<file path="src/rtl/wb_pkg.sv">
// ---------------------------------------------------------------------------
// wb_pkg
// Shared definitions for the Wishbone RAM arbiter: FSM state encodings, the
// stall counter width and a packed view of a master's control/address inputs.
// No ports (package).
// ---------------------------------------------------------------------------
package wb_pkg;

   localparam int CNT_W = 16;

   localparam logic [1:0] ST_IDLE   = 2'd0;
   localparam logic [1:0] ST_GRANT0 = 2'd1;
   localparam logic [1:0] ST_GRANT1 = 2'd2;

   // Control/address part of one master request (data is width-parameterized
   // and carried separately).
   typedef struct packed {
      logic [31:0] adr;
      logic        we;
      logic [3:0]  sel;
      logic [2:0]  cti;
      logic        cyc;
      logic        stb;
   } wb_req_t;

endpackage

</file>
<file path="src/rtl/wb_ram_arbiter.sv">
// ---------------------------------------------------------------------------
// wb_ram_arbiter
// Two-master to one-slave Wishbone arbiter in front of a RAM. Round-robin on
// ties, grant held for the whole cyc, one IDLE cycle between owners, and a
// stall timeout that errors the owner and aborts its strobe.
//
// Ports:
//   clk_i, rst_i            clock, synchronous active-high reset
//   mN_dat_i/adr_i/we_i/    master N request (N = 0, 1)
//   cyc_i/stb_i/sel_i/cti_i
//   mN_dat_o/ack_o/err_o    master N response
//   s_dat_o/adr_o/we_o/     forwarded request to the RAM slave
//   sel_o/cti_o/cyc_o/stb_o
//   s_dat_i, s_ack_i        slave response
//   grant_o                 one-hot current owner, 00 when idle
// ---------------------------------------------------------------------------
module wb_ram_arbiter
   import wb_pkg::*;
#(
   parameter int DATA_WIDTH = 32,
   parameter int TIMEOUT    = 255
) (
   input  logic                  clk_i,
   input  logic                  rst_i,
   // master 0
   input  logic [DATA_WIDTH-1:0] m0_dat_i,
   output logic [DATA_WIDTH-1:0] m0_dat_o,
   input  logic [31:0]           m0_adr_i,
   input  logic                  m0_we_i,
   input  logic                  m0_cyc_i,
   input  logic                  m0_stb_i,
   input  logic [3:0]            m0_sel_i,
   input  logic [2:0]            m0_cti_i,
   output logic                  m0_ack_o,
   output logic                  m0_err_o,
   // master 1
   input  logic [DATA_WIDTH-1:0] m1_dat_i,
   output logic [DATA_WIDTH-1:0] m1_dat_o,
   input  logic [31:0]           m1_adr_i,
   input  logic                  m1_we_i,
   input  logic                  m1_cyc_i,
   input  logic                  m1_stb_i,
   input  logic [3:0]            m1_sel_i,
   input  logic [2:0]            m1_cti_i,
   output logic                  m1_ack_o,
   output logic                  m1_err_o,
   // slave
   output logic [DATA_WIDTH-1:0] s_dat_o,
   output logic [31:0]           s_adr_o,
   output logic                  s_we_o,
   output logic [3:0]            s_sel_o,
   output logic [2:0]            s_cti_o,
   output logic                  s_cyc_o,
   output logic                  s_stb_o,
   input  logic [DATA_WIDTH-1:0] s_dat_i,
   input  logic                  s_ack_i,
   output logic [1:0]            grant_o
);

   localparam logic [CNT_W-1:0] TO_LAST = CNT_W'(TIMEOUT - 1);

   logic [1:0]            r_state;
   logic [1:0]            w_next;
   logic                  r_last;
   logic                  r_abort;
   logic [CNT_W-1:0]      r_cnt;

   logic                  w_g0;
   logic                  w_g1;
   wb_req_t               w_req0;
   wb_req_t               w_req1;
   wb_req_t               w_req;
   logic [DATA_WIDTH-1:0] w_dat;
   logic                  w_stb;
   logic                  w_ack;
   logic                  w_timeout;

   assign w_req0 = '{adr: m0_adr_i, we: m0_we_i, sel: m0_sel_i, cti: m0_cti_i,
                     cyc: m0_cyc_i, stb: m0_stb_i};
   assign w_req1 = '{adr: m1_adr_i, we: m1_we_i, sel: m1_sel_i, cti: m1_cti_i,
                     cyc: m1_cyc_i, stb: m1_stb_i};

   assign w_g0 = (r_state == ST_GRANT0);
   assign w_g1 = (r_state == ST_GRANT1);

   // Next-state: IDLE arbitrates (tie goes to the master not served last);
   // a grant is held until its cyc falls, and the return to IDLE never
   // grants in the same edge.
   always_comb begin
      w_next = r_state;
      case (r_state)
         ST_IDLE: begin
            if (m0_cyc_i && m1_cyc_i) w_next = r_last ? ST_GRANT0 : ST_GRANT1;
            else if (m0_cyc_i)        w_next = ST_GRANT0;
            else if (m1_cyc_i)        w_next = ST_GRANT1;
         end
         ST_GRANT0: if (!m0_cyc_i) w_next = ST_IDLE;
         ST_GRANT1: if (!m1_cyc_i) w_next = ST_IDLE;
         default:   w_next = ST_IDLE;
      endcase
   end

   // Request mux: owner's signals pass through, everything zero in IDLE.
   always_comb begin
      w_req = '0;
      w_dat = '0;
      if (w_g0) begin
         w_req = w_req0;
         w_dat = m0_dat_i;
      end else if (w_g1) begin
         w_req = w_req1;
         w_dat = m1_dat_i;
      end
   end

   // Reset masks handshakes in the reset cycle itself so an in-flight
   // transfer is dropped silently.
   assign w_stb     = w_req.stb & ~r_abort & ~rst_i;
   assign w_ack     = s_ack_i & ~rst_i;
   // Fires on the TIMEOUT-th consecutive stall cycle; an ack in the same
   // cycle wins.
   assign w_timeout = w_stb & ~s_ack_i & (r_cnt == TO_LAST);

   assign s_dat_o  = w_dat;
   assign s_adr_o  = w_req.adr;
   assign s_we_o   = w_req.we;
   assign s_sel_o  = w_req.sel;
   assign s_cti_o  = w_req.cti;
   assign s_cyc_o  = w_req.cyc & ~r_abort & ~rst_i;
   assign s_stb_o  = w_stb;

   assign m0_dat_o = s_dat_i;
   assign m1_dat_o = s_dat_i;
   assign m0_ack_o = w_g0 & w_ack;
   assign m1_ack_o = w_g1 & w_ack;
   assign m0_err_o = w_g0 & w_timeout;
   assign m1_err_o = w_g1 & w_timeout;

   assign grant_o  = {w_g1, w_g0};

   always_ff @(posedge clk_i) begin
      if (rst_i) begin
         r_state <= ST_IDLE;
         r_last  <= 1'b1;
         r_abort <= 1'b0;
         r_cnt   <= '0;
      end else begin
         r_state <= w_next;

         if (r_state != ST_IDLE && w_next == ST_IDLE) begin
            r_last  <= (r_state == ST_GRANT1);
            r_abort <= 1'b0;
         end else if (w_timeout) begin
            r_abort <= 1'b1;
         end

         if (s_ack_i || (w_next != r_state) || !w_stb) r_cnt <= '0;
         else                                          r_cnt <= r_cnt + CNT_W'(1);
      end
   end

endmodule

</file>
<file path="config.mk">
export PLATFORM = sky130hd
export DESIGN_NAME = wb_ram_arbiter
export DESIGN_NICKNAME = d
export VERILOG_FILES = /design/src/rtl/wb_pkg.sv /design/src/rtl/wb_ram_arbiter.sv
export SDC_FILE = /design/constraint.sdc
export NUM_CORES = 1
export LEC_CHECK = 0
export CORE_AREA = 2 2 126 128
export DETAILED_ROUTE_END_ITERATION = 8
export DIE_AREA = 0 0 128 130
export GPL_TIMING_DRIVEN = 0
export SLEW_MARGIN = 30
export SYNTH_ARGS = -nofsm -noshare
export SYNTH_HDL_FRONTEND = slang
export SYNTH_SLANG_ARGS = --single-unit
</file>
<file path="constraint.sdc">
create_clock -name clk_i -period 2.3 [get_ports clk_i]
set_input_delay 0.69 -clock clk_i [delete_from_list [all_inputs] [get_ports clk_i]]
set_output_delay 0.69 -clock clk_i [all_outputs]
set_load 0.05 [all_outputs]
</file>
==> results.py, run 1 <==
metrics = {
    "hold_path": {
        "hold_class": "reg -> reg",
        "min_to": "r_abort",
        "hold_start": "r_abort",
        "whs_path_depth": 2,
    },
    "place": {
        "gp_congestion": 0.8562,
        "io_buffers": 294,
        "place_hpwl_mm": 10.80,
    },
    "floorplanning": {
        "die-area_mm2": 0.01664,
        "coreArea_mm2": 0.01542,
        "rows": 46,
        "start_util_pct": 13.93,
        "die_height_um": 130,
        "ioPinCount": 327,
        "die_width_um": 128,
    },
    "timing": {
        "finalCritPeriodShare_pct": 112.3,
        "fmax_ghz": 0.3871,
        "setup_viol": 2,
        "tightest_slew_ns": 0.5106,
        "fin_skew_ns": 0.001299,
        "layout_setup_ws_ns": -0.2835,
        "hold_viol_final": 0,
        "max_slew_margin_pct": 65.85,
        "rsz0062_at_grt": "true",
        "setup_tns_ns": -0.4736,
        "min_period_ns": 2.583,
        "hold_ws_ns": 0.4893,
        "report.final.slew_viol_count": 0,
    },
    "detailed_routing": {
        "wl_per_cell_um": 17.11,
        "vias": 3223,
        "routed_wl_mm": 13.12,
        "dr.pass1.iters": 4,
        "drc": 0,
        "drtIter0Drc": 82,
        "vias_per_cell": 4.202,
        "drt.antenna.violating_nets": 0,
    },
    "final_layout": {
        "syn_to_final_growth_pct": 177.7,
        "final_nets": 761,
        "layout-drive-gt1-share_pct": 44.00,
        "mostFrequentLayoutCells": "clkdlybuf4s50_1 (208), buf_4 (85), buf_6 (44), a22o_2 (44), nor2_1 (22)",
        "final_common_cell": "clkdlybuf4s50_1",
        "antenna_cells": 0,
    },
    "worst_setup_path": {
        "rrSetupSlack_ns": 0.46,
        "worstSetupEndpointType": "output pin",
        "slowest_stage": "or4_4",
        "path_cells": "or4_4 -> nor3_4 -> nand4b_1 -> buf_4 -> nor3b_4 -> buf_6",
        "crit_type": "reg -> out",
        "cp_max_fo": 3,
        "r2r-start": "r_state[1]",
        "critPathRequiredTime_ns": 1.61,
        "r2r-end": "r_cnt[10]",
        "slowest_delay_ns": 0.54,
        "cpLargestDelayFamily": "simple AND/OR/NAND/NOR gates",
        "arrival_ns": 1.89,
        "cp-start-kind": "flop",
        "worst-path-buf-inv": 2,
        "reg2regPathDepth": 5,
    },
    "synthesis": {
        "ys_seq_area_share_pct": 18.64,
        "synth_warnings": 0,
        "synth_cell_types": 31,
        "async_reset_ff_share_pct": 0,
        "syn_area_mm2": 0.002148,
        "muxShareOfSynthArea_pct": 0,
        "synthCells": 269,
        "avgSynthCellArea_um2": 7.986,
        "synthAdderAreaFrac_pct": 1.165,
        "synth_fp_nets": 454,
        "synth-compound-area-share_pct": 32.21,
        "synth_xor_area_share_pct": 5.708,
        "ys_ff_latch": 20,
        "synthSimpleGateAreaFrac_pct": 14.68,
        "synth_top_family_by_area": "compound AO/OA/AOI/OAI gates",
        "synth_edf_count": 0,
        "synth_ff_type": "dfxtp_1",
    },
    "clocking": {
        "cts_buffers": 3,
        "cts_num_sinks": 20,
        "cts_hold_buf": 0,
        "path_clk_slew_ns": 0.06,
        "cts.path.max_buffers": 2,
        "tritoncts": "built",
        "insertion_delay_ns": 0.25,
        "cts-root-buf": "clkbuf_16",
        "htreeDepth": 1,
    },
    "grt": {
        "grt_first_pass_wirelength_mm": 18.13,
        "grt_pass1_vias": 3025,
        "grt_usage_pct": 13.99,
        "antenna_found_initial": 0,
        "grt_max_degree": 12,
        "overflow": 0,
    },
    "pwr": {
        "p_leak_nw": 2.526,
        "ir_drop_mv": 0.2948,
        "power_density_mw_per_mm2": 376.1,
    },
    "outcome": {
        "violations": "setup timing",
        "status": "complete, but fails checks",
    },
    "flow_run": {
        "max-cap-violations": 0,
    },
}
## state kept, by name, summed over array words and instances, names as in the netlist
name     count
r_last       1
r_abort      1
r_cnt       16
r_state      2
## per-layer routing
metal,part of all wire [%],routed length (um),GRT usage (%),up-vias
li1,-,-,-,1534
met1,38,5010,17.04,1528
met2,51,6757,25.01,153
met3,9.5,1249,4.633,8
met4,0.80,105,1.164,0
met5,0,0,0,-
## logic make-up after synthesis
kind of cell             Yosys count
flip-flops                        20
AO/OA/AOI/OAI                     80
XOR/XNOR                          14
AND/OR/NAND/NOR                   63
adder cells (fa/ha/maj)            2
buffers and inverters             90
## worst min-delay path, stage by stage, from the launching register on
cell	delay [ns]
dfxtp_1	0.32
inv_1	0.05
a211oi_1	0.07
## synthesized netlist by cell type, types with 2 or more instances
master | n | area (um^2)
dfxtp_1 | 20 | 400.4
a21oi_1 | 2 | 10.01
inv_1 | 7 | 26.28
xnor2_1 | 12 | 105.1
nor2_1 | 23 | 86.33
nor3b_1 | 2 | 15.01
nand2b_1 | 3 | 18.77
xor2_1 | 2 | 17.52
buf_4 | 66 | 495.5
clkbuf_1 | 12 | 45.04
nor3_1 | 7 | 35.03
nand3_1 | 5 | 25.02
nor2b_1 | 2 | 12.51
ha_1 | 2 | 25.02
a211oi_1 | 2 | 15.01
nand4_1 | 4 | 25.02
nor4_1 | 4 | 25.02
buf_1 | 4 | 15.01
nand2_1 | 7 | 26.28
a22o_1 | 72 | 630.6
## per-stage QoR
| step | std cells | area [um^2] | worst slack (ns) | util (%) | total power (W) |
|---|---|---|---|---|---|
| 2_1_floorplan | 269 | 2250 | -0.2256 | - | 0.001154 |
| 3_3_place_gp | 755 | 5433 | -1.453 | 35.22 | 0.001741 |
| 3_5_place_dp | 755 | 5433 | -1.473 | 35.22 | 0.001748 |
| 4_1_cts | 765 | 5654 | -0.3275 | 36.66 | 0.002176 |
| 5_1_grt | 767 | 5966 | -0.3603 | 38.68 | 0.002327 |
| 6_report | 767 | 5966 | -0.2835 | 38.68 | 0.002244 |
## repair_timing
action	CTS	global route
cloned	1	0
buffers inserted	5	2
resized for setup	558	84
endpoints found under the hold margin	0	0
setup endpoints to repair	90	71
pin swaps	4	2
## cell type report
cell class / count / area (um^2)
buffer: 83 / 710.7
sequential: 20 / 412.9
timing repair buffer: 302 / 3057
tap: 192 / 240.2
fill: 1545 / 9459
inverter: 7 / 31.28
multi-input combinational: 159 / 1425
clock buffer: 4 / 88.84
## report_power, final
part	switching, W	internal [W]
sequential	0.00000649	0.000348
clock	0.000131	0.000265
combinational	0.000795	0.000698
## worst max path at each step
stage / end / cells past startpoint / start / slack (ns)
finish: m0_err_o / 6 / r_cnt[9] / -0.28
global route: m0_err_o / 6 / r_cnt[9] / -0.36
CTS: m0_err_o / 5 / r_cnt[9] / -0.33
detailed placement: s_sel_o[3] / 6 / r_state[1] / -1.47
global placement: s_sel_o[3] / 5 / r_state[0] / -1.45
floorplan: m1_ack_o / 1 / s_ack_i / -0.23
Note: power is estimated with default switching activity, not from simulation.
==> inputs of run 2 (changes only) <==
--- a/config.mk
+++ b/config.mk
@@ -8,6 +8,7 @@
 export CORE_AREA = 2 2 126 128
 export DETAILED_ROUTE_END_ITERATION = 8
 export DIE_AREA = 0 0 128 130
+export GPL_ROUTABILITY_DRIVEN = 0
 export GPL_TIMING_DRIVEN = 0
 export SLEW_MARGIN = 30
 export SYNTH_ARGS = -nofsm -noshare
==> results of run 2 <==
Same layout as run 1: the final DEF is identical, and so are final timing and power.
